`src/rtl/load_store_unit.sv`:
```
// -----------------------------------------------------------------------------
// load_store_unit
//
// Execute-stage load/store engine. Accepts a decoded load/store (is_LS,
// dec_lsign) together with the ALU effective address. It drives a
// request/grant/response data-memory port with aligned byte enables and
// lane-replicated store data. Load data is extracted and zero/sign-extended
// into lsu_rdata. lsu_busy freezes the pipeline while an access is in flight.
//
// Build option:
//   LSU_MISALIGN_TRAP_EN  defined   : misaligned half/word accesses never reach
//                                      memory and complete with lsu_misalign=1.
//                         undefined : lsu_misalign is tied low. The low address
//                                      bits are force-aligned to the access size.
//
// Ports:
//   CLK, RSTN              clock (rising edge), async active-low reset
//   is_LS[3:0]             {enable, store, size[1:0]}  size: 11 W, 10 H, 01 B
//   dec_lsign              sign-extend byte/half loads
//   ls_addr, ls_wdata      effective address, store data (rs2)
//   lsu_flush              kill current/pending access
//   dmem_req/we/addr/be/wdata   memory request (held stable until grant)
//   dmem_gnt               request accepted this cycle
//   dmem_rvld, dmem_rdata  load response
//   lsu_busy               pipeline freeze request (combinational)
//   lsu_done               one-cycle completion pulse
//   lsu_rdata              extended load result (held until the next load)
//   lsu_misalign           misaligned access flag, valid with lsu_done
// -----------------------------------------------------------------------------
module load_store_unit (
   input  logic        CLK,
   input  logic        RSTN,
   input  logic [3:0]  is_LS,
   input  logic        dec_lsign,
   input  logic [31:0] ls_addr,
   input  logic [31:0] ls_wdata,
   input  logic        lsu_flush,
   output logic        dmem_req,
   output logic        dmem_we,
   output logic [31:0] dmem_addr,
   output logic [3:0]  dmem_be,
   output logic [31:0] dmem_wdata,
   input  logic        dmem_gnt,
   input  logic        dmem_rvld,
   input  logic [31:0] dmem_rdata,
   output logic        lsu_busy,
   output logic        lsu_done,
   output logic [31:0] lsu_rdata,
   output logic        lsu_misalign
);

   typedef enum logic [1:0] {
      S_IDLE = 2'd0,
      S_REQ  = 2'd1,
      S_RESP = 2'd2,
      S_DONE = 2'd3
   } state_t;

   localparam logic [1:0] SZ_BYTE = 2'b01;
   localparam logic [1:0] SZ_HALF = 2'b10;

   state_t      state_q, state_d;
   logic        start;
   logic        acc_misalign;
   logic [1:0]  off_eff;
   logic [3:0]  be_next;
   logic [31:0] wdata_next;
   logic [1:0]  size_q;
   logic        sign_q;
   logic [1:0]  off_q;
   logic        kill_q;
   logic [31:0] rd_shift;
   logic [31:0] rd_ext;

   assign start = (state_q == S_IDLE) && is_LS[3] && !lsu_flush;

   // Byte offset used for lane selection. Half and word accesses are
   // force-aligned. In the trap build a misaligned access never reaches
   // memory, so the forced value is harmless there too.
   // NOTE: every combinational output gets a default first so that no path
   // leaves it unassigned, which would infer a latch.
   always_comb begin
      off_eff    = ls_addr[1:0];
      be_next    = 4'b1111;
      wdata_next = ls_wdata;
      case (is_LS[1:0])
         SZ_BYTE: begin
            be_next    = 4'b0001 << ls_addr[1:0];
            wdata_next = {4{ls_wdata[7:0]}};
         end
         SZ_HALF: begin
            off_eff    = {ls_addr[1], 1'b0};
            be_next    = 4'b0011 << {ls_addr[1], 1'b0};
            wdata_next = {2{ls_wdata[15:0]}};
         end
         default: off_eff = 2'b00;
      endcase
   end

`ifdef LSU_MISALIGN_TRAP_EN
   always_comb begin
      case (is_LS[1:0])
         SZ_BYTE: acc_misalign = 1'b0;
         SZ_HALF: acc_misalign = ls_addr[0];
         default: acc_misalign = |ls_addr[1:0];
      endcase
   end

   always_ff @(posedge CLK or negedge RSTN) begin
      if (!RSTN)      lsu_misalign <= 1'b0;
      else if (start) lsu_misalign <= acc_misalign;
   end
`else
   assign acc_misalign = 1'b0;
   assign lsu_misalign = 1'b0;
`endif

   // ---------------- FSM: state register ----------------
   // NOTE: sequential state uses non-blocking assignments only, so every
   // flop samples pre-edge values regardless of statement order.
   always_ff @(posedge CLK or negedge RSTN) begin
      if (!RSTN) state_q <= S_IDLE;
      else       state_q <= state_d;
   end

   // ---------------- FSM: next state ----------------
   always_comb begin
      state_d = state_q;
      case (state_q)
         S_IDLE: if (start) state_d = acc_misalign ? S_DONE : S_REQ;
         S_REQ: begin
            if (dmem_gnt) begin
               // A granted access cannot be cancelled. A flushed store simply
               // skips its completion pulse. A flushed load still drains its
               // response.
               if (dmem_we) state_d = lsu_flush ? S_IDLE : S_DONE;
               else         state_d = S_RESP;
            end else if (lsu_flush) begin
               state_d = S_IDLE;
            end
         end
         S_RESP: if (dmem_rvld) state_d = (kill_q || lsu_flush) ? S_IDLE : S_DONE;
         default: state_d = S_IDLE;
      endcase
   end

   // ---------------- FSM: outputs ----------------
   always_comb begin
      lsu_busy = start || (state_q == S_REQ) || (state_q == S_RESP);
      lsu_done = (state_q == S_DONE) && !lsu_flush;
   end

   // Load extraction: move the addressed lane down to bit 0, then extend.
   always_comb begin
      rd_shift = dmem_rdata >> {off_q, 3'b000};
      case (size_q)
         SZ_BYTE: rd_ext = {{24{sign_q & rd_shift[7]}},  rd_shift[7:0]};
         SZ_HALF: rd_ext = {{16{sign_q & rd_shift[15]}}, rd_shift[15:0]};
         default: rd_ext = rd_shift;
      endcase
   end

   // ---------------- request / datapath registers ----------------
   always_ff @(posedge CLK or negedge RSTN) begin
      if (!RSTN) begin
         dmem_req   <= 1'b0;
         dmem_we    <= 1'b0;
         dmem_addr  <= '0;
         dmem_be    <= '0;
         dmem_wdata <= '0;
         size_q     <= '0;
         sign_q     <= 1'b0;
         off_q      <= '0;
         kill_q     <= 1'b0;
         lsu_rdata  <= '0;
      end else begin
         // Request is high exactly while in REQ, registered off the next state.
         dmem_req <= (state_d == S_REQ);
         if (start) begin
            dmem_we    <= is_LS[2];
            dmem_addr  <= {ls_addr[31:2], 2'b00};
            dmem_be    <= be_next;
            dmem_wdata <= wdata_next;
            size_q     <= is_LS[1:0];
            sign_q     <= dec_lsign;
            off_q      <= off_eff;
            kill_q     <= 1'b0;
         end else if (lsu_flush && ((state_q == S_REQ) || (state_q == S_RESP))) begin
            // Remembers a flush seen while a granted load is still draining.
            kill_q <= 1'b1;
         end
         if ((state_q == S_RESP) && dmem_rvld && !kill_q && !lsu_flush)
            lsu_rdata <= rd_ext;
      end
   end

endmodule
```
`config.mk`:
```
export PLATFORM = sky130hd
export DESIGN_NAME = load_store_unit
export DESIGN_NICKNAME = d
export VERILOG_FILES = /design/src/rtl/load_store_unit.sv
export SDC_FILE = /design/constraint.sdc
export NUM_CORES = 1
export LEC_CHECK = 0
export ABC_AREA = 1
export CORE_UTILIZATION = 35
export CTS_BUF_LIST = sky130_fd_sc_hd__clkbuf_8
export CTS_CLUSTER_DIAMETER = 50
export DETAILED_ROUTE_END_ITERATION = 16
export PLACE_DENSITY = 0.66
export SLEW_MARGIN = 20
export SYNTH_ARGS = -nofsm -noshare
export SYNTH_HDL_FRONTEND = slang
export SYNTH_SLANG_ARGS = --single-unit
export TNS_END_PERCENT = 30
```
`constraint.sdc`:
```
create_clock -name CLK -period 4.5 [get_ports CLK]
set_input_delay 0.45 -clock CLK [delete_from_list [all_inputs] [get_ports CLK]]
set_output_delay 0.45 -clock CLK [all_outputs]
set_load 0.01 [all_outputs]
```
==> results.sh <==
export IMPL_total_power_mw=4.72
export IMPL_via_count=5194
export IMPL_avgSynthCellArea_sq_um=7.62
export IMPL_fin_tns_setup_ns=0
export IMPL_cts_sinks=108
export IMPL_cts_root_buf="clkbuf_8"
export IMPL_max_clock_freq_ghz=0.404
export IMPL_clkLatencyLatePin_ns=0.38
export IMPL_setup_viol=0
export IMPL_synth_top_family_by_area="simple AND/OR/NAND/NOR gates"
export IMPL_holdCritStartpoint="dmem_addr[30]"
export IMPL_antenna_left=0
export IMPL_drive_gt1_share_pct=3.64
export IMPL_synthMuxAreaShare_pct=0
export IMPL_route_detailed_drc=0
export IMPL_holdWs_ns=0.478
export IMPL_drt_iter0_markers=369
export IMPL_clock_path_buffers=2
export IMPL_cts_resized=0
export IMPL_instances_no_fill=1095
export IMPL_antenna_cells=0
export IMPL_ys_ff_latch=108
export IMPL_finClkSkew_ns=0.0113
export IMPL_start_util_pct=36.0
export IMPL_dpl_cell_count=1078
export IMPL_stdcell_area_sq_mm=0.00780
export IMPL_yosysTopAreaCell="dfrtp_1"
export IMPL_fill_cells=1439
export IMPL_cts_buffers=9
export IMPL_path_clk_slew_ns=0.09
export IMPL_cp_data_arrival_time_ns=2.02
export IMPL_holdBufCountCts=1
export IMPL_track_usage_pct=20.0
export IMPL_startpoint="state_q[0]"
export IMPL_die_h_microns=127
export IMPL_leakage_nw=3.75
export IMPL_dieArea_sq_mm=0.0161
export IMPL_powerDensity_mw_per_mm2=605
export IMPL_synth_xor_area_share_pct=0
export IMPL_r2r_start="off_q[0]"
export IMPL_nets=1017
export IMPL_end_kind="output pin"
export IMPL_synthDistinctLibCells=29
export IMPL_required_ns=4.05
export IMPL_dp_hpwl_microns=11300
export IMPL_cts_setup_buffers=0
export IMPL_synth_cell_area_sq_mm=0.00547
export IMPL_yosysSeqAreaShare_pct=49.5
export IMPL_synthSimpleGateAreaFrac_pct=30.4
export IMPL_drt_pass1_iter_count=5
export IMPL_cts_tree="done"
export IMPL_syn2layout_area_growth_pct=42.7
export IMPL_antenna_found_initial=0
export IMPL_ys_warn_count=0
export IMPL_max_cap_violations=0
export IMPL_synth_compound_area_share_pct=9.41
export IMPL_slew_viol_final=0
export IMPL_startpoint_type="flop"
export IMPL_netlist_top_cells_area="dfrtp_1 (49%), nand2_1 (18%), a21oi_1 (4.8%)"
export IMPL_routed_wl_microns=15700
export IMPL_path_class="reg -> out"
export IMPL_worstMarginPinSlew_ns=0.847
export IMPL_grt_overflow=0
export IMPL_io_buffers=207
export IMPL_slew_headroom_pct=43.5
export IMPL_synthAdderAreaFrac_pct=2.06
export IMPL_rsz0062_at_grt="false"
export IMPL_place_congestion=0.858
export IMPL_peakVddDrop_uv=315
export IMPL_synth_top_cell_area_share_pct=49.5
export IMPL_cp_max_fo=6
export IMPL_period_needed_ns=2.47
export IMPL_wl_per_cell_microns=14.4
export IMPL_grt_pass1_wl_microns=25100
export IMPL_grt_pass1_vias=4879
export IMPL_ioPinCount=211
export IMPL_die_width_microns=127
export IMPL_placed_cell_area_sq_mm=0.00756
export IMPL_syn_inst=717
export IMPL_outcome="completed"
export IMPL_core_sq_mm=0.0152
export IMPL_hold_class="reg -> reg"
export IMPL_post_route_period_util_pct=55.0
export IMPL_cts_max_level=3
export IMPL_hold_violations=0
export IMPL_vias_per_cell=4.74
export IMPL_grt_max_degree=83
export IMPL_num_rows=45
[sequential cells by signal (all words and copies together), names as in the netlist]
name / flops
dmem_addr: 30
dmem_be: 4
dmem_req: 1
dmem_wdata: 32
dmem_we: 1
kill_q: 1
lsu_rdata: 32
off_q: 2
sign_q: 1
size_q: 2
state_q: 2
[Yosys cell counts, drive strengths merged]
library cell and number:
a21oi 52, a31oi 1, a41oi 2, buf 36
clkbuf 6, conb 1, dfrtp 108, ha 9
inv 56, nand2 259, nand3 51, nor2 71
nor3 8, o211ai 8, o21ai 30, o21bai 1
o22ai 2, or2 16
[cell families after synthesis]
kind of cell	after synthesis
AO/OA/AOI/OAI	96
AND/OR/NAND/NOR	405
flip-flops	108
buffers and inverters	98
adder cells (fa/ha/maj)	9
other	1
[through the flow]
stage | util, % | worst slack, ns
final | 51.3 | 2.03
after global routing | 51.3 | 1.88
after CTS | 51.3 | 1.98
after detailed placement | 49.7 | 2.02
after global placement | 49.7 | 2.11
after floorplan | - | 2.68
[path summary, 6_finish.rpt]
check                      cells past startpoint            end  slack (ns)
min                                            2  dmem_addr[30]        0.48
min reg2reg                                    2  dmem_addr[30]        0.48
max                                            7       lsu_busy        2.03
max in group asynchronous                      3  dmem_addr[28]        3.06
min in group asynchronous                      2   lsu_rdata[0]        0.53
max reg2reg                                    8  lsu_rdata[13]        2.27
[per-layer routing]
metal	global-route usage [%]	vias to the layer above	wire [microns]
met5	0	-	0
met1	26.3	2372	7020
met3	6.16	18	1320
met4	6.86	0	241
met2	31.4	194	7150
li1	-	2610	-
[worst max-delay path, stage by stage, from the launching register on]
cell and delay [ns]:
dfrtp_1 0.46, inv_1 0.13, ha_1 0.21, nand2_1 0.10, nor2_4 0.10, inv_2 0.04
nand3_1 0.07, clkdlybuf4s50_1 0.54
[where the power goes]
part	leakage, nW	internal, mW	total (mW)	switching (mW)
logic	2.31	1.20	2.30	1.10
clock network	0.122	0.342	0.677	0.335
registers	1.32	1.44	1.74	0.301
[final cells by class]
cell class                 instances  area, sq um  share of cell area, %
clock buffer                      11          151                   1.94
timing repair buffer             214         2120                   27.2
tap                              188          235                   3.02
inverter                          56          213                   2.73
multi-input combinational        513         2300                   29.5
sequential                       108         2700                   34.6
clock inverter                     5         76.3                  0.979
[cell usage in the layout, fill, tap and decap left out, types with 2 or more instances in the layout]
cell and count:
bufinv_16 2, nand3_1 49, nand2_2 2, nor3_1 8
clkdlybuf4s50_1 206, o21ai_0 20, nand3_2 2, clkbuf_8 11
o211ai_1 8, o21ai_1 10, dfrtp_1 108, a41oi_1 2
o22ai_1 2, buf_4 7, nand2_1 257, nor2_1 69
inv_2 4, conb_1 3, or2_1 15, inv_1 53
ha_1 9, a21oi_1 52
Note: power is estimated with default switching activity, not from simulation.
